**config.mk**
```make
export PLATFORM = sky130hd
export DESIGN_NAME = cordic_rr_scheduler
export DESIGN_NICKNAME = d
export VERILOG_FILES = /design/src/rtl/cordic_rr_scheduler.sv
export SDC_FILE = /design/constraint.sdc
export NUM_CORES = 1
export LEC_CHECK = 0
export BUFFER_PORTS_ARGS = -buffer_cell sky130_fd_sc_hd__clkbuf_2
export CORE_MARGIN = 5
export CORE_UTILIZATION = 40
export CTS_CLUSTER_SIZE = 16
export DETAILED_ROUTE_END_ITERATION = 7
export PLACE_DENSITY_LB_ADDON = 0.12
export SLEW_MARGIN = 30
export SYNTH_ARGS = -nofsm -noshare
export SYNTH_HDL_FRONTEND = slang
export SYNTH_SLANG_ARGS = --single-unit
```
**constraint.sdc**
```tcl
create_clock -name clk -period 2.49 [get_ports clk]
set_clock_uncertainty 0.2 [all_clocks]
set_input_delay 0.498 -clock clk [delete_from_list [all_inputs] [get_ports clk]]
set_output_delay 0.498 -clock clk [all_outputs]
set_load 0.01 [all_outputs]
```
**src/rtl/cordic_rr_scheduler.sv**
```systemverilog
// Round-robin front end that shares one vectoring CORDIC unit between two
// requesters. A job is accepted in IDLE, run on the unit in RUN (bounded by
// TIMEOUT cycles), and its result is held in RESP until its owner takes it.
//
// Handshake rule for every port pair: a transfer happens on a rising clock
// edge where valid and ready are both 1. The producer keeps valid high and its
// payload stable until that edge, and never withdraws a pending item.
// req*_ready is decoded from state and the grant, so it may depend on the
// same-cycle valid. rsp*_valid does not depend on rsp*_ready.
module cordic_rr_scheduler #(
  // Maximum RUN cycles before the job is aborted. Legal range is 2..1023.
  parameter int TIMEOUT = 64
) (
  input  logic               clk,
  input  logic               rst,
  input  logic               req0_valid,
  output logic               req0_ready,
  input  logic signed [31:0] req0_x,
  input  logic signed [31:0] req0_y,
  input  logic               req1_valid,
  output logic               req1_ready,
  input  logic signed [31:0] req1_x,
  input  logic signed [31:0] req1_y,
  output logic               rsp0_valid,
  input  logic               rsp0_ready,
  output logic               rsp1_valid,
  input  logic               rsp1_ready,
  output logic signed [31:0] rsp_mag,
  output logic signed [31:0] rsp_angle,
  output logic               rsp_err,
  output logic signed [31:0] cu_data_1,
  output logic signed [31:0] cu_data_2,
  output logic               cu_en,
  input  logic signed [31:0] cu_o_data_1,
  input  logic signed [31:0] cu_angle,
  input  logic               cu_done,
  output logic               busy,
  output logic [1:0]         state_dbg
);

  localparam logic [1:0] S_IDLE = 2'd0;
  localparam logic [1:0] S_RUN  = 2'd1;
  localparam logic [1:0] S_RESP = 2'd2;

  // Counter value seen in the last allowed RUN cycle.
  localparam logic [9:0] CNT_LAST = 10'(TIMEOUT - 1);

  logic [1:0] state;
  logic       owner;
  logic       last_grant;
  logic [9:0] cnt;
  logic       grant;
  logic       hs0;
  logic       hs1;
  logic       accept;
  logic       timeout_hit;
  logic       rsp_taken;

  // On a tie the requester that was not served last wins; otherwise the
  // single valid requester wins.
  assign grant       = (req0_valid && req1_valid) ? ~last_grant : req1_valid;
  assign req0_ready  = (state == S_IDLE) && req0_valid && !grant;
  assign req1_ready  = (state == S_IDLE) && req1_valid && grant;
  assign hs0         = req0_valid && req0_ready;
  assign hs1         = req1_valid && req1_ready;
  assign accept      = hs0 || hs1;
  assign timeout_hit = (cnt == CNT_LAST);
  assign rsp_taken   = owner ? rsp1_ready : rsp0_ready;
  assign busy        = (state != S_IDLE);
  assign state_dbg   = state;

  // Control FSM: state, ownership, fairness memory, run counter, unit enable
  // and response valids.
  always_ff @(posedge clk or negedge rst) begin
    if (!rst) begin
      state      <= S_IDLE;
      owner      <= 1'b0;
      last_grant <= 1'b1;
      cnt        <= '0;
      cu_en      <= 1'b0;
      rsp0_valid <= 1'b0;
      rsp1_valid <= 1'b0;
    end else begin
      case (state)
        S_IDLE: begin
          if (accept) begin
            owner <= hs1;
            cnt   <= '0;
            cu_en <= 1'b1;
            state <= S_RUN;
          end
        end
        S_RUN: begin
          cnt <= cnt + 10'd1;
          // A done flag in the final allowed cycle still counts as success.
          if (cu_done || timeout_hit) begin
            cu_en      <= 1'b0;
            rsp0_valid <= !owner;
            rsp1_valid <= owner;
            state      <= S_RESP;
          end
        end
        S_RESP: begin
          if (rsp_taken) begin
            rsp0_valid <= 1'b0;
            rsp1_valid <= 1'b0;
            last_grant <= owner;
            state      <= S_IDLE;
          end
        end
        default: begin
          cu_en      <= 1'b0;
          rsp0_valid <= 1'b0;
          rsp1_valid <= 1'b0;
          state      <= S_IDLE;
        end
      endcase
    end
  end

  // Datapath: operand registers feed the unit directly, result registers feed
  // the shared response buses; each holds its value outside its load point.
  always_ff @(posedge clk or negedge rst) begin
    if (!rst) begin
      cu_data_1 <= '0;
      cu_data_2 <= '0;
      rsp_mag   <= '0;
      rsp_angle <= '0;
      rsp_err   <= 1'b0;
    end else begin
      if ((state == S_IDLE) && accept) begin
        cu_data_1 <= hs1 ? req1_x : req0_x;
        cu_data_2 <= hs1 ? req1_y : req0_y;
      end
      if (state == S_RUN) begin
        if (cu_done) begin
          rsp_mag   <= cu_o_data_1;
          rsp_angle <= cu_angle;
          rsp_err   <= 1'b0;
        end else if (timeout_hit) begin
          rsp_mag   <= '0;
          rsp_angle <= '0;
          rsp_err   <= 1'b1;
        end
      end
    end
  end

endmodule

```
==> metrics.txt, run 1 <==
fmax ~0.43 GHz; layout overhead on the synthesized area 40.67%; CTS tree built; post-synth top area share between 50% and 60%; worst hold-check path type in2reg; initial antenna violation count 0; worst endpoint required time 1.79 ns; sequential power share 37.3%; Buf/Inv on CP 1; Worst Path Arrival 1.64 ns; Slowest cell on crit path dfrtp_1; CP peak stage delay about 0.45 ns; Port Buffers around 340; Async SR Flop Fraction between 90% and 100%; internal power between 7000 and 8000 uW; crit-path cells nor2_1, and3_4, clkbuf_2; fin. max-slew vios 0; Sw Pwr 4156 uW; Top FF cell, synth dfrtp_1; CP Capture Type output port; Mean Syn Cell Area about 12 um2; # IOs about 340; syn nets a little over 700; met3 global-route usage under 10%; R2R depth 5; Tot GR Track Use approximately a fifth; Syn. warnings 0; root buffer cell clkbuf_16; largest net degree at the start of global routing just over 90; Initial Utilization 40.23%; busiest layer in global routing met2; Final Non-Filler Cells slightly above 1k; via/cell ratio a little over 5; status finished clean; worst hold slack roughly 0.09 ns; top cells by area, synth dfrtp_1 (60%), mux2i_1 (11%), a22o_1 (9.7%), nand2_1 (4.5%), o21ai_1 (3.1%); final period utilization 93.79%; via count ~5.2k; global-route wire length before repair roughly 28 mm; max_cap viols 0; H-tree levels 4; Hold Fails Final Rpt 0; Die Y 133.0 um; worst-case clock buffer depth 2; register clock-pin slew on the reported worst setup and hold paths roughly 0.060 ns; Clk pwr share between 20% and 30%; Routed WL 17.91 mm; WL/cell about 17 um; Post-Syn Area between 0.006 and 0.007 mm2; GPL Wtd Cong just over 0.8; Seq cells post-synth 146; row count 45; VDD IR max between 0.0004 and 0.0005 V; Worst Hold End cu_data_2[22]; RSZ-0062 raised after global routing no; critical path launch point type register; CTS buffer count 17; fillers roughly 1.3k; grt met2 use about a third; hold wc startpoint req1_y[22]; Die Area 0.01768 mm2; Tmin final approximately 2.3 ns; Post-DP HPWL around 13 mm; final net count between 1k and 1.5k; top cell type by total area after synthesis dfrtp_1; EDFF count, synth 0; Syn Inst Count roughly 510; pwr dens 1316 mW/mm2; Final Util 56.60%; TritonRoute pass-1 iters 4; number of global-route vias before repair between 5k and 6k; Core Box Area roughly 0.015 mm2; Crit path max-delay family simple AND/OR/NAND/NOR gates; reg2reg end cu_data_1[16]; Leakage 0.004736 uW; DRC viols 0; final setup vio count 0; remaining global-route overflow 0; Cell variety after synth 35; later-pin clock latency in the skew report between 0.4 and 0.5 ns; share of post-route cells with drive strength above 1 45.28%; post-route antenna net violation count 0; setup tns final 0 ns; Crit Path Class reg2out; Comb pwr share 40.0%; critical-path maximum fanout 8; r2r startpoint state_dbg[0]; Placed Cells incl. Taps ~1k; GR met1 Demand/Resource roughly 23%; Sw Ratio a little under two fifths; Iteration-0 DRC Markers ~180; Inserted Diodes 0; Clock Sink Count about 150; Setup Buffers After CTS 0; Least-Margin Pin Slew between 0.6 and 0.7 ns; Die W approximately 130 um; post-synthesis sequential area ratio 60.43%; FF-to-FF setup slack 0.61 ns; Hold Path Stages 3; Slew HR a little under three fifths
[cell type report]
type	count	area (um2)	area share [%]
well taps	188	235.2	2.765
repair buffers	345	1836	21.57
multi-input cells	323	2181	25.63
clock buffers	18	439.2	5.162
clock inverters	14	155.1	1.824
flip-flops and latches	146	3655	42.96
inverters	2	7.507	0.08824
[routing by layer]
layer  share of wire (%)  vias to the layer above
met5                   0                        -
met4                 2.2                        0
met3                  10                       28
met2                  50                      250
met1                  37                     2452
li1                    -                     2477
[worst register-to-register path, stage by stage (launching register included)]
cell and delay (ns):
dfrtp_1 0.45, nor2_1 0.32, and3_4 0.28, buf_12 0.29, nand2_1 0.17, o21ai_1 0.09
[cell families (layout without fill, tap and decap cells)]
kind of cell / after synthesis / in the layout / synth area share, %
AO/OA/AOI/OAI: 154 / 154 / 17.36
flip-flops: 146 / 146 / 60.43
AND/OR/NAND/NOR: 100 / 100 / 7.034
multiplexers: 67 / 67 / 11.09
buffers and inverters: 38 / 379 / 3.744
adder cells (fa/ha/maj): 1 / 1 / 0.2068
XOR/XNOR: 1 / 1 / 0.1448
[Yosys cell counts (2+ instances only)]
library cell / count
buf_6: 5
nor2_1: 7
buf_2: 22
and2_1: 2
and4_1: 2
nand3_1: 3
a22o_1: 67
o21ai_0: 34
and3_1: 3
mux2i_1: 67
dfrtp_1: 145
nand2b_1: 2
nor2b_1: 3
a21oi_1: 7
o21ai_1: 38
nand2_1: 73
buf_4: 5
inv_1: 2
clkbuf_1: 4
[flip-flops by register name (all words and copies together) (netlist names), 2 cells and up]
signal and cells:
cnt 10, cu_data_2 32, state_dbg 2, cu_data_1 32, rsp_angle 32, rsp_mag 32
[worst max-delay path by stage]
| stage | from | end | cells after the start |
|---|---|---|---|
| 2_1_floorplan | state_dbg[0] | req0_ready | 5 |
| 3_3_place_gp | state_dbg[0] | req1_ready | 3 |
| 3_5_place_dp | state_dbg[0] | req1_ready | 3 |
| 4_1_cts | state_dbg[0] | req1_ready | 3 |
| 5_1_grt | state_dbg[0] | req1_ready | 3 |
| 6_report | state_dbg[0] | req1_ready | 3 |
[cells in the final DEF (no fill, tap or decap), types with 2 or more instances in the layout]
cell type / n
nor2_1: 7
bufinv_16: 2
nand3_1: 3
clkinv_4: 5
dfrtp_1: 145
a21oi_1: 7
mux2i_1: 67
clkinv_2: 2
buf_12: 6
buf_4: 3
inv_1: 2
nand2_1: 72
nor2b_1: 3
a22o_1: 67
and4_1: 2
o21ai_0: 34
and3_1: 2
clkbuf_16: 17
nand2b_1: 2
clkinvlp_4: 2
clkbuf_2: 334
inv_6: 3
o21ai_1: 38
[through the flow]
step | total power (uW) | worst slack [ns] | cell area, um2
finish | 11200 | 0.1547 | 8508
global route | 11960 | 0.05773 | 8508
CTS | 11350 | 0.1322 | 8508
detailed placement | 8753 | 0.6003 | 7904
global placement | 8628 | 0.6211 | 7904
floorplan | 6831 | 0.4903 | 6048
[power by group through the flow]
| stage | Sequential [uW] | Combinational (uW) | Clock (uW) |
|---|---|---|---|
| after CTS | 4180 | 4570 | 2600 |
| after detailed placement | 4190 | 4560 | 0 |
| final | 4180 | 4480 | 2540 |
| after global placement | 4200 | 4430 | 0 |
| after floorplan | 4620 | 2210 | 0 |
| after global routing | 4330 | 4920 | 2700 |
[what timing repair did]
item / CTS / global route
resized for setup: 0 / 0
hold endpoints to repair: 46 / 0
hold buffers: 1 / 0
(Power assumes the default switching activity.)
==> inputs of run 2 (changes only) <==
--- a/config.mk
+++ b/config.mk
@@ -10,6 +10,8 @@
 export CORE_UTILIZATION = 40
 export CTS_CLUSTER_SIZE = 16
 export DETAILED_ROUTE_END_ITERATION = 7
+export GPL_TIMING_DRIVEN = 0
+export HOLD_SLACK_MARGIN = 0.1
 export PLACE_DENSITY_LB_ADDON = 0.12
 export SLEW_MARGIN = 30
 export SYNTH_ARGS = -nofsm -noshare
==> metrics.txt, run 2 (synthesis gave the netlist of run 1 again) <==
status finished clean; Clock Sink Count about 150; WL/cell roughly 18 um; Worst Hold End cu_data_1[20]; Core Box Area ~0.015 mm2; worst hold-check path type in2reg; Slew HR just over 60%; pwr dens roughly 1200 mW/mm2; final net count between 1k and 1.5k; Die Y 133.0 um; Tot GR Track Use about a quarter; max_cap viols 0; hold wc startpoint req1_x[20]; via/cell ratio 5.031; Least-Margin Pin Slew about 0.59 ns; worst endpoint required time between 1.5 and 2 ns; initial antenna violation count 0; H-tree levels 4; Worst Path Arrival around 1.7 ns; commonest non-fill, non-tap cell in the layout clkbuf_2; crit-path cells nor2_4, and3_4, buf_4, buf_8, clkbuf_2; Slowest cell on crit path dfrtp_2; worst-case clock buffer depth 2; Post-DP HPWL approximately 15 mm; share of post-route cells with drive strength above 1 between 40 and 50%; number of global-route vias before repair between 6k and 7k; CP Capture Type output port; CTS tree built; critical path launch point type register; final period utilization between 90% and 100%; global-route wire length before repair approximately 33 mm; Iteration-0 DRC Markers approximately 210; Tmin final about 2.4 ns; post-route antenna net violation count 0; final setup vio count 0; FF-to-FF setup slack 0.48 ns; Hold Fails Final Rpt 0; row count between 40 and 50; r2r startpoint cnt[6]; Die Area 0.01768 mm2; most frequent cells in the layout clkbuf_2 (334), dfrtp_1 (143), dlygate4sd3_1 (86), nand2_1 (72); R2R depth 6; largest net degree at the start of global routing 59; DRC viols 0; pre-CTS WS roughly 0.07 ns; CP peak stage delay 0.43 ns; reg2reg end rsp_angle[12]; Crit Path Class reg2out; via count ~5.8k; Routed WL between 20 and 25 mm; TritonRoute pass-1 iters 7; Initial Utilization between 40% and 50%; VDD IR max 0.0005434 V; Setup WS post-layout about 0.09 ns; GPL Wtd Cong roughly 0.86; register clock-pin slew on the reported worst setup and hold paths roughly 0.06 ns; root buffer cell clkbuf_16; later-pin clock latency in the skew report around 0.42 ns; # IOs 336; Port Buffers around 340; remaining global-route overflow 0; fin. max-slew vios 0; worst hold slack ~0.11 ns; fmax 0.4164 GHz; critical-path maximum fanout 10; layout overhead on the synthesized area 57.92%; RSZ-0062 raised after global routing no; Die W 133.0 um; CTS buffer count 17; Hold Path Stages 3; setup tns final 0 ns; Leakage around 0.0052 uW
[run 2: worst max-delay path by stage]
stage,from,endpoint,slack [ns],depth (start not counted)
finish,state_dbg[0],req1_ready,0.09,5
global route,state_dbg[0],req1_ready,0.01,5
CTS,state_dbg[0],req0_ready,0.02,6
detailed placement,state_dbg[1],req1_ready,0.07,5
global placement,rst,cu_data_1[12],-1.69,1
floorplan,state_dbg[0],req0_ready,0.49,5
[run 2: repair_timing]
action                                 4_1_cts  5_1_grt
hold buffers                                86        0
cloned                                       0        0
gates resized for setup                     11        1
buffers inserted                             2        0
endpoints found under the hold margin      120        0
pin swaps                                    0        0
setup endpoints to repair                    2        2
[run 2: layout make-up]
type                            count  area [um2]
Multi-Input combinational cell    323        2182
Buffer                             35       227.7
Tap cell                          188       235.2
Inverter                            2       7.507
Sequential cell                   146        3657
Fill cell                        1224        5482
Clock buffer                       21       470.5
Timing Repair Buffer              425        2616
Antenna cell                        1       2.502
Clock inverter                     11       152.6
[run 2: critical path, delay by kind of cell, from the launching register on]
| kind | cells | cell delay (ns) |
|---|---|---|
| buffers and inverters | 3 | 0.49 |
| flip-flops | 1 | 0.43 |
| AND/OR/NAND/NOR | 2 | 0.37 |
[run 2: metrics by stage]
stage | instances | utilization, % | cell area, um2 | total power (uW)
5_1_grt | 1151 | 63.52 | 9549 | 12480
3_3_place_gp | 1030 | 52.95 | 7960 | 8781
4_1_cts | 1152 | 63.55 | 9553 | 11860
2_1_floorplan | 507 | - | 6048 | 6831
3_5_place_dp | 1032 | 53.37 | 8024 | 8926
6_report | 1152 | 63.54 | 9552 | 11750
[run 2: metal layers]
metal,vias up,global-route usage (%),part of all wire [%]
met5,-,0,0
met4,0,8.776,2.2
met3,31,8.593,9.0
met2,252,41.82,52
met1,2802,25.64,37
li1,2711,-,-
[run 2: where the power goes]
group | switching (uW) | internal [uW] | leakage (uW)
clock | 1020 | 1660 | 0.000296
sequential | 680 | 3500 | 0.00180
combinational | 2660 | 2230 | 0.00312
